**src/rtl/fb_sched_pkg.sv**
```systemverilog
// Shared constants for the framebuffer write scheduler: FSM encoding, source
// indexing and the underrun fill colour.
package fb_sched_pkg;

  localparam int N_SRC     = 2;
  localparam int SRC_IDX_W = 1;

  typedef logic [SRC_IDX_W-1:0] src_idx_t;

  localparam logic [1:0] ST_IDLE   = 2'd0;
  localparam logic [1:0] ST_STREAM = 2'd1;
  localparam logic [1:0] ST_VSYNC  = 2'd2;

  // Wide enough for any pixel format; the top truncates it to COLOR_BITS.
  localparam logic [63:0] FILL_COLOR = 64'd0;

  function automatic logic [N_SRC-1:0] src_onehot(input logic [SRC_IDX_W-1:0] idx);
    src_onehot      = '0;
    src_onehot[idx] = 1'b1;
  endfunction

endpackage

```
**src/rtl/fb_rr_arbiter2.sv**
```systemverilog
// Two-way round-robin frame arbiter; with both sources requesting, the one
// that did not win last time is chosen.
module fb_rr_arbiter2
  import fb_sched_pkg::*;
(
  input  logic [1:0]           req,
  input  logic [SRC_IDX_W-1:0] rr_last,
  input  logic                 strobe,
  output logic [1:0]           grant,
  output logic [SRC_IDX_W-1:0] idx
);

  always_comb begin
    idx   = '0;
    grant = 2'b00;
    if (strobe) begin
      case (req)
        2'b01:   idx = 1'b0;
        2'b10:   idx = 1'b1;
        2'b11:   idx = ~rr_last;
        default: idx = 1'b0;
      endcase
      if (req != 2'b00) begin
        grant = src_onehot(idx);
      end
    end
  end

endmodule

```
**src/rtl/fb_write_scheduler.sv**
```systemverilog
// Frame-granular scheduler sharing the sequential framebuffer write port between
// two pixel sources. Optional underrun fill: define FB_UNDERRUN_FILL_EN.
module fb_write_scheduler
  import fb_sched_pkg::*;
#(
  parameter int WIDTH          = 640,
  parameter int HEIGHT         = 480,
  parameter int COLOR_BITS     = 18,
  parameter int PIXEL_INTERVAL = 4
) (
  input  logic                    clk,
  input  logic                    rst_n,
  input  logic                    enable,
  input  logic [1:0]              req,
  output logic [1:0]              grant,
  input  logic [1:0]              src_valid,
  input  logic [2*COLOR_BITS-1:0] src_data,
  output logic [1:0]              src_ready,
  output logic                    fb_we,
  output logic [COLOR_BITS-1:0]   fb_data,
  output logic                    fb_vsync,
  output logic                    busy,
  output logic [15:0]             frame_cnt
`ifdef FB_UNDERRUN_FILL_EN
  ,
  output logic [15:0]             underrun_cnt
`endif
);

  localparam int XW     = (WIDTH > 1) ? $clog2(WIDTH) : 1;
  localparam int YW     = (HEIGHT > 1) ? $clog2(HEIGHT) : 1;
  localparam int PACE_W = 8;

  localparam logic [XW-1:0]     X_LAST      = XW'(WIDTH - 1);
  localparam logic [YW-1:0]     Y_LAST      = YW'(HEIGHT - 1);
  localparam logic [PACE_W-1:0] PACE_RELOAD = PACE_W'(PIXEL_INTERVAL - 1);

  logic [1:0]            state_q;
  logic [1:0]            grant_q;
  src_idx_t              gidx_q;
  src_idx_t              rr_last_q;
  logic [XW-1:0]         x_q;
  logic [YW-1:0]         y_q;
  logic [PACE_W-1:0]     pace_q;
  logic [15:0]           frame_cnt_q;

  logic                  vld_p1;
  logic [COLOR_BITS-1:0] pix_p1;
  logic                  vsync_p1;

  logic [1:0]            arb_grant;
  src_idx_t              arb_idx;
  logic                  arb_strobe;
  logic                  slot_open;
  logic                  cur_valid;
  logic [COLOR_BITS-1:0] cur_pix;
  logic [COLOR_BITS-1:0] wr_pix;
  logic                  accept;
  logic                  fill;
  logic                  advance;

  fb_rr_arbiter2 u_arb (
    .req     (req),
    .rr_last (rr_last_q),
    .strobe  (arb_strobe),
    .grant   (arb_grant),
    .idx     (arb_idx)
  );

  assign arb_strobe = (state_q == ST_IDLE) && enable;

  // Pixel slot opens only for the granted source once the pacing timer expires.
  assign slot_open = (state_q == ST_STREAM) && enable && (pace_q == '0);
  assign src_ready = slot_open ? grant_q : 2'b00;
  assign cur_valid = src_valid[gidx_q];
  assign cur_pix   = gidx_q[0] ? src_data[2*COLOR_BITS-1:COLOR_BITS]
                               : src_data[COLOR_BITS-1:0];
  assign accept    = slot_open && cur_valid;
  assign advance   = accept || fill;
  assign wr_pix    = accept ? cur_pix : COLOR_BITS'(FILL_COLOR);

`ifdef FB_UNDERRUN_FILL_EN
  logic [PACE_W-1:0] wait_q;
  logic [15:0]       underrun_q;

  // A starved slot is filled after PIXEL_INTERVAL idle cycles to hold frame rate.
  assign fill = slot_open && !cur_valid && (wait_q == PACE_W'(PIXEL_INTERVAL));

  always_ff @(posedge clk or negedge rst_n) begin
    if (!rst_n) begin
      wait_q     <= '0;
      underrun_q <= '0;
    end else begin
      if (slot_open && !cur_valid && !fill) begin
        wait_q <= wait_q + PACE_W'(1);
      end else begin
        wait_q <= '0;
      end
      if (fill && (underrun_q != 16'hFFFF)) begin
        underrun_q <= underrun_q + 16'd1;
      end
    end
  end

  assign underrun_cnt = underrun_q;
`else
  assign fill = 1'b0;
`endif

  always_ff @(posedge clk or negedge rst_n) begin
    if (!rst_n) begin
      state_q     <= ST_IDLE;
      grant_q     <= 2'b00;
      gidx_q      <= '0;
      rr_last_q   <= 1'b1;
      x_q         <= '0;
      y_q         <= '0;
      pace_q      <= '0;
      frame_cnt_q <= '0;
    end else begin
      if (advance) begin
        pace_q <= PACE_RELOAD;
      end else if (pace_q != '0) begin
        pace_q <= pace_q - PACE_W'(1);
      end

      case (state_q)
        ST_IDLE: begin
          if (arb_grant != 2'b00) begin
            state_q   <= ST_STREAM;
            grant_q   <= arb_grant;
            gidx_q    <= arb_idx;
            rr_last_q <= arb_idx;
          end
        end
        ST_STREAM: begin
          if (advance) begin
            if (x_q == X_LAST) begin
              x_q <= '0;
              if (y_q == Y_LAST) begin
                y_q     <= '0;
                state_q <= ST_VSYNC;
              end else begin
                y_q <= y_q + YW'(1);
              end
            end else begin
              x_q <= x_q + XW'(1);
            end
          end
        end
        ST_VSYNC: begin
          state_q     <= ST_IDLE;
          grant_q     <= 2'b00;
          frame_cnt_q <= frame_cnt_q + 16'd1;
        end
        default: state_q <= ST_IDLE;
      endcase
    end
  end

  // Stage p1: registered write strobe, pixel and end-of-frame pulse.
  always_ff @(posedge clk or negedge rst_n) begin
    if (!rst_n) begin
      vld_p1   <= 1'b0;
      pix_p1   <= '0;
      vsync_p1 <= 1'b0;
    end else begin
      vld_p1   <= advance;
      vsync_p1 <= (state_q == ST_VSYNC);
      if (advance) begin
        pix_p1 <= wr_pix;
      end
    end
  end

  assign fb_we     = vld_p1;
  assign fb_data   = pix_p1;
  assign fb_vsync  = vsync_p1;
  assign grant     = grant_q;
  assign busy      = (state_q != ST_IDLE);
  assign frame_cnt = frame_cnt_q;

endmodule
```
**config.mk**
```make
export PLATFORM = sky130hd
export DESIGN_NAME = fb_write_scheduler
export DESIGN_NICKNAME = d
export VERILOG_FILES = /design/src/rtl/fb_sched_pkg.sv /design/src/rtl/fb_rr_arbiter2.sv /design/src/rtl/fb_write_scheduler.sv
export SDC_FILE = /design/constraint.sdc
export NUM_CORES = 1
export LEC_CHECK = 0
export BUFFER_PORTS_ARGS = -buffer_cell sky130_fd_sc_hd__clkbuf_2
export CELL_PAD_IN_SITES_DETAIL_PLACEMENT = 0
export CELL_PAD_IN_SITES_GLOBAL_PLACEMENT = 2
export CORE_ASPECT_RATIO = 1.2
export CORE_MARGIN = 5
export CORE_UTILIZATION = 30
export CTS_CLUSTER_DIAMETER = 30
export CTS_CLUSTER_SIZE = 20
export DETAILED_ROUTE_END_ITERATION = 10
export PLACE_DENSITY_LB_ADDON = 0.1
export RECOVER_POWER = 25
export SLEW_MARGIN = 10
export SYNTH_ARGS = -nofsm -noshare
export SYNTH_HDL_FRONTEND = slang
export SYNTH_HIERARCHICAL = 1
export SYNTH_SLANG_ARGS = --single-unit
```
**constraint.sdc**
```tcl
create_clock -name clk -period 2.15 [get_ports clk]
set_input_delay 0.43 -clock clk [delete_from_list [all_inputs] [get_ports clk]]
set_output_delay 0.43 -clock clk [all_outputs]
set_load 0.02 [all_outputs]
```
== Yosys cells after proc, flatten, opt, wreduce, memory -nomap -nowiden ==
Cells that the tools add are included.

* Register bits after elaboration: 69
* Bits of input ports: 43
* Word-level logic and storage cells: 69

* Add/sub/neg operators: 4
* $lt $le $gt $ge: 3
* Eq/ne operators: 10
* Multiplexer cells: 22
* Bitwise logic cells: 1
* Reduce and logical (&&, ||, !) cells: 18

{| class="wikitable"
|+ Operators with widths
! operator !! number
|-
| $mux W18 || 1
|-
| $add A16 B1 Y16 const B || 1
|-
| $mux W2 || 8
|-
| $mux W8 || 2
|-
| $add A10 B1 Y10 const B || 1
|-
| $eq A10 B10 Y1 const B || 1
|-
| $mux W10 || 1
|-
| $reduce_bool A2 Y1 || 5
|-
| $add A9 B1 Y9 const B || 1
|-
| $eq A9 B9 Y1 const B || 1
|-
| $mux W9 || 1
|-
| $logic_not A8 Y1 || 1
|-
| $pmux W2 S2 || 2
|-
| $reduce_bool A8 Y1 || 1
|-
| $sub A8 B1 Y8 const B || 1
|-
| $eq A2 B2 Y1 const B || 3
|-
| $ne A2 B1 Y1 const B || 3
|-
| $reduce_and A2 Y1 || 3
|-
| $logic_and A1 B1 Y1 || 5
|-
| $mux W1 || 5
|-
| $lt A1 B2 Y1 const B || 2
|-
| $reduce_and A4 Y1 || 1
|-
| $reduce_and A3 Y1 || 1
|-
| $eq A2 B1 Y1 const B || 1
|-
| other kinds (6) || 6
|}

== Depth between registers and ports, before layout ==
* Word-level depth: 12
* Depth in mapped cells: 9
* Mapped depth without buffers: 8

== Modules after synthesis ==
Netlist, hierarchy kept.

{| class="wikitable"
|+ Modules (own cells, without submodules)
! module !! instances !! cells each !! area an instance (um2) !! seq. area each (um2)
|-
| fb_write_scheduler || 1 || 307 || 3,228.1 || 1,727.9
|-
| fb_rr_arbiter2 || 1 || 6 || 26.3 || 0.0
|}

== Least setup slack after synthesis ==
OpenSTA, ideal clock, no wires.

* Path kind: reg-to-output
* From: register pace_q[0]
* To: output src_ready[0]
* Data arrival time: 1.609 ns
* Data required time: 1.720 ns
* Path slack: 0.111 ns
* Cell stages (with the launch flop): 6
* Path buffers: 0
* Path through: dfrtp_1 > inv_1 > ha_1 > or3b_2 > nor3_1 > and3_1

* Word-level cells in the longest chain between the ends: 3

{| class="wikitable"
|+ Ends and longest elaborated chain
! what !! RTL line !! text
|-
| from (decl) || fb_write_scheduler.sv:44 || <nowiki>logic [PACE_W-1:0] pace_q;</nowiki>
|-
| from (signal assigned) || fb_write_scheduler.sv:124 || <nowiki>pace_q <= pace_q - PACE_W'(1);</nowiki>
|-
| $logic_not A8 Y1 || fb_write_scheduler.sv:73 || <nowiki>assign slot_open = (state_q == ST_STREAM) && enable && (pace_q == '0);</nowiki>
|-
| $logic_and A1 B1 Y1 || fb_write_scheduler.sv:73 ||
|-
| $mux W2 || fb_write_scheduler.sv:74 || <nowiki>assign src_ready = slot_open ? grant_q : 2'b00;</nowiki>
|-
| to (decl) || fb_write_scheduler.sv:18 || <nowiki>output logic [1:0] src_ready,</nowiki>
|}

No other way between the ends.

== Final worst setup path ==
* From: register pace_q[0]
* To: output src_ready[1]

The elaborated chain is that of the path after synthesis.

==> summary.txt <==
STA
  – Post-route worst setup slack: -0.126 ns
  – Worst rel slew slack: 12.9%
  – Fmax: 0.439 GHz
  – Fin Clk Skew: 0.00713 ns
  – Final hold viol count: 0
  – Slew Viols, Final: 0
  – Tmin final: 2.28 ns
  – Crit share post-route: 106%
  – Worst-margin pin slew: 1.31 ns
  – Endpoints failing setup: 2
  – RSZ-0062 raised after global routing: true

Route
  – DRC: 0
  – Initial drt markers: 81
  – DR pass1 iterations: 6
  – Via count: 2644
  – DR WL/cell: 13.9 um
  – Vias per cell: 4.76
  – Drt total wl: 7750 um
  – Antenna viol nets, final: 0

Yosys
  – EDFF count, synth: 0
  – Cells after Synth: 313
  – Sequential area share after synthesis: 53.1%
  – Post-Syn Nets: 360
  – Ys flop type: dfrtp_1
  – Yosys warnings: 6
  – Ys async rst share: 100%
  – Avg Inst Size Synth: 10.4 sq um
  – Mapped cell area: 3250 sq um
  – Post-synth cell types: 41
  – #FFs+latches synth: 69

Critical path
  – CP required: 1.72 ns
  – Crit-path max FO: 3
  – Worst setup SP type: flip-flop
  – CP endpoint kind: primary output
  – Arr. time, crit path: 1.85 ns
  – Crit path kind: reg -> out

Cells and area
  – Layout cells sized above 1: 31.9%
  – # nets final: 469
  – N_diodes: 0
  – Non-Filler Instances: 556
  – Fin area: 4310 sq um
  – Fillers: 1063
  – P&R area growth vs syn: 32.6%

Floorplanning
  – Starting density of the core: 30.8%
  – FP Rows: 41
  – Die Width: 105 um
  – # IOs: 84
  – Core ar.: 10600 sq um
  – Die H: 124 um
  – DIE AREA: 13000 sq um

Placement
  – Placed Cells incl. Taps: 531
  – Post-place instance area: 3930 sq um
  – IO Port Bufs: 83
  – Dpl hpwl: 5620 um
  – Routability congestion estimate: 0.730

Worst hold path
  – Hold Crit Class: in -> async

Global route
  – Global routing usage on met2: 20.1%
  – Met3 GRT Util: 3.42%
  – Antenna violations before repair: 0
  – First-pass GRT wire length: 13100 um
  – Grt peak-use layer: met2
  – Grt ovf: 0
  – Largest net degree at the start of global routing: 37
  – Vias in the first global route: 2697
  – Routing usage on met1: 15.8%
  – GRT Total Usage: 12.4%

Clock network
  – Root buf cell: clkbuf_16
  – # hold bufs at CTS: 0
  – CTS Sinks: 69
  – Clk_lat worst skew: 0.32 ns
  – Total CTS buffers: 9
  – H-tree lvl count: 3
  – CTS clk-pin slew, worst paths: 0.05 ns
  – Clock buffer depth: 2
  – CTS tree: done

Power
  – Sw frac: 29.8%
  – Seq pwr share: 42.2%
  – Clock power share: 33.6%
  – Total design power: 0.00401 W
  – Pwr/cell area: 930 nW/um^2
  – Leakage: 2.10 nW
  – NetSw: 0.00120 W
  – Gate power share: 24.2%
  – Int Pwr: 0.00282 W
  – VDD IR max: 0.324 mV

Run
  – Max_cap viols: 0

Run status
  – Status: finished, violations left
  – Violated checks: setup timing
## registers in the layout, indices dropped and copies added, names as in the netlist
| name | cells |
|---|---|
| fb_data | 18 |
| fb_vsync | 1 |
| fb_we | 1 |
| frame_cnt | 16 |
| gidx_q | 1 |
| grant | 2 |
| pace_q | 8 |
| rr_last_q | 1 |
| state_q | 2 |
| x_q | 10 |
| y_q | 9 |
## layout make-up
class / count / area, sq um / share of cell area, %
well taps: 129 / 161 / 3.74
multi-input cells: 220 / 1470 / 34.1
flip-flops and latches: 69 / 1730 / 40.1
inverters: 12 / 45.0 / 1.04
clock buffers: 14 / 264 / 6.12
clock inverters: 2 / 10.0 / 0.232
repair buffers: 110 / 634 / 14.7
## path summary, 6_finish.rpt
| kind | start | to | slack [ns] | cells past startpoint |
|---|---|---|---|---|
| worst max-delay path | pace_q[0]$_DFFE_PN0P_ | src_ready[1] | -0.13 | 6 |
| worst min-delay path | rst_n | pace_q[5]$_DFFE_PN0P_ | 0.38 | 1 |
| worst max register to register | pace_q[0]$_DFFE_PN0P_ | x_q[4]$_DFFE_PN0P_ | 0.19 | 11 |
| worst min register to register | frame_cnt[15]$_DFFE_PN0P_ | frame_cnt[15]$_DFFE_PN0P_ | 0.46 | 1 |
| max in group asynchronous | rst_n | x_q[2]$_DFFE_PN0P_ | 0.41 | 2 |
| min in group clk | src_data[5] | fb_data[5]$_DFFE_PN0P_ | 0.40 | 3 |
## what timing repair did
item / CTS / global route
resized for setup: 11 / 6
setup buffers: 4 / 5
endpoints found under the setup margin: 2 / 20
pin swaps: 4 / 5
endpoints found under the hold margin: 0 / 0
## cells in the final DEF (no fill, tap or decap), types with 2 or more instances in the layout
| cell type | synthesis | routed |
|---|---|---|
| clkbuf_2 | 0 | 80 |
| dfrtp_1 | 68 | 68 |
| nand2_1 | 47 | 47 |
| o21ai_0 | 29 | 29 |
| mux2i_1 | 25 | 25 |
| buf_4 | 0 | 24 |
| xnor2_1 | 16 | 16 |
| nand3_1 | 11 | 11 |
| inv_1 | 12 | 10 |
| xor2_1 | 10 | 10 |
| nor3_1 | 10 | 9 |
| clkbuf_16 | 0 | 9 |
| nand4_1 | 7 | 7 |
| nor2_1 | 7 | 7 |
| or3_1 | 6 | 6 |
| a21oi_1 | 6 | 6 |
| nor4_1 | 5 | 5 |
| clkbuf_1 | 4 | 5 |
| nor2b_1 | 3 | 3 |
| and3_1 | 5 | 3 |
| a211oi_1 | 3 | 3 |
| a22oi_1 | 3 | 3 |
| ha_1 | 4 | 3 |
| inv_2 | 0 | 2 |
| mux2_2 | 2 | 2 |
| and3_4 | 0 | 2 |
| or4_1 | 2 | 2 |
| and4_1 | 2 | 2 |
| a31oi_1 | 2 | 2 |
| nand4b_1 | 2 | 2 |
| clkbuf_8 | 0 | 2 |
| clkinv_2 | 0 | 2 |
| buf_8 | 0 | 2 |
## layer usage
layer  vias up  routed length [um]
li1       1328                   -
met1      1238                3480
met2        68                3680
met3        10                 459
met4         0                 134
met5         -                   0
## stage by stage
stage	util (%)	hold slack, ns	worst slack, ns	TNS [ns]
global placement	37.2	0.457	-0.00633	-0.0121
CTS	40.5	0.131	-0.141	-0.281
global route	40.8	0.419	-0.200	-1.66
floorplan	-	0.134	0.111	0
finish	40.8	0.382	-0.126	-0.250
detailed placement	37.2	0.460	-0.0570	-0.113
## critical path, cell delays in order, from the launching register on
cell and delay, ns:
dfrtp_1 0.38, inv_2 0.09, ha_4 0.14, or3b_4 0.39, nor3_4 0.20, and3_4 0.21
buf_8 0.10
## synthesized netlist by cell type, types with 2 or more instances
| master | instances | area [sq um] |
|---|---|---|
| mux2_2 | 2 | 22.5 |
| o21ai_0 | 29 | 145 |
| xnor2_1 | 16 | 140 |
| a21oi_1 | 6 | 30.0 |
| or4_1 | 2 | 15.0 |
| nand4_1 | 7 | 43.8 |
| nor2b_1 | 3 | 18.8 |
| a22oi_1 | 3 | 22.5 |
| clkbuf_1 | 4 | 15.0 |
| nor3_1 | 10 | 50.1 |
| a211oi_1 | 3 | 22.5 |
| and3_1 | 5 | 31.3 |
| inv_1 | 12 | 45.0 |
| xor2_1 | 10 | 87.6 |
| nor2_1 | 7 | 26.3 |
| a31oi_1 | 2 | 12.5 |
| buf_2 | 5 | 25.0 |
| ha_1 | 4 | 50.1 |
| and4_1 | 2 | 17.5 |
| nand3_1 | 11 | 55.1 |
| nor4_1 | 5 | 31.3 |
| mux2i_1 | 25 | 250 |
| nand2_1 | 47 | 176 |
| buf_1 | 3 | 11.3 |
| or3_1 | 6 | 37.5 |
| nand4b_1 | 2 | 17.5 |
| dfrtp_1 | 68 | 1700 |
## power by group through the flow
stage	registers, W	logic, W	clock network [W]
3_3_place_gp	0.00170	0.000820	0
3_5_place_dp	0.00171	0.000829	0
6_report	0.00169	0.000971	0.00135
2_1_floorplan	0.00186	0.000321	0
4_1_cts	0.00169	0.000930	0.00140
5_1_grt	0.00173	0.00107	0.00146
## logic make-up after synthesis
| group | after synthesis | share of synthesized area (%) |
|---|---|---|
| fa+ha+maj | 4 | 1.54 |
| compound gates | 44 | 7.42 |
| simple gates | 118 | 19.3 |
| flops | 69 | 53.1 |
| mux | 28 | 8.73 |
| xor+xnor | 26 | 7.00 |
| buf+inv | 24 | 2.96 |
Note: power is estimated with default switching activity, not from simulation.
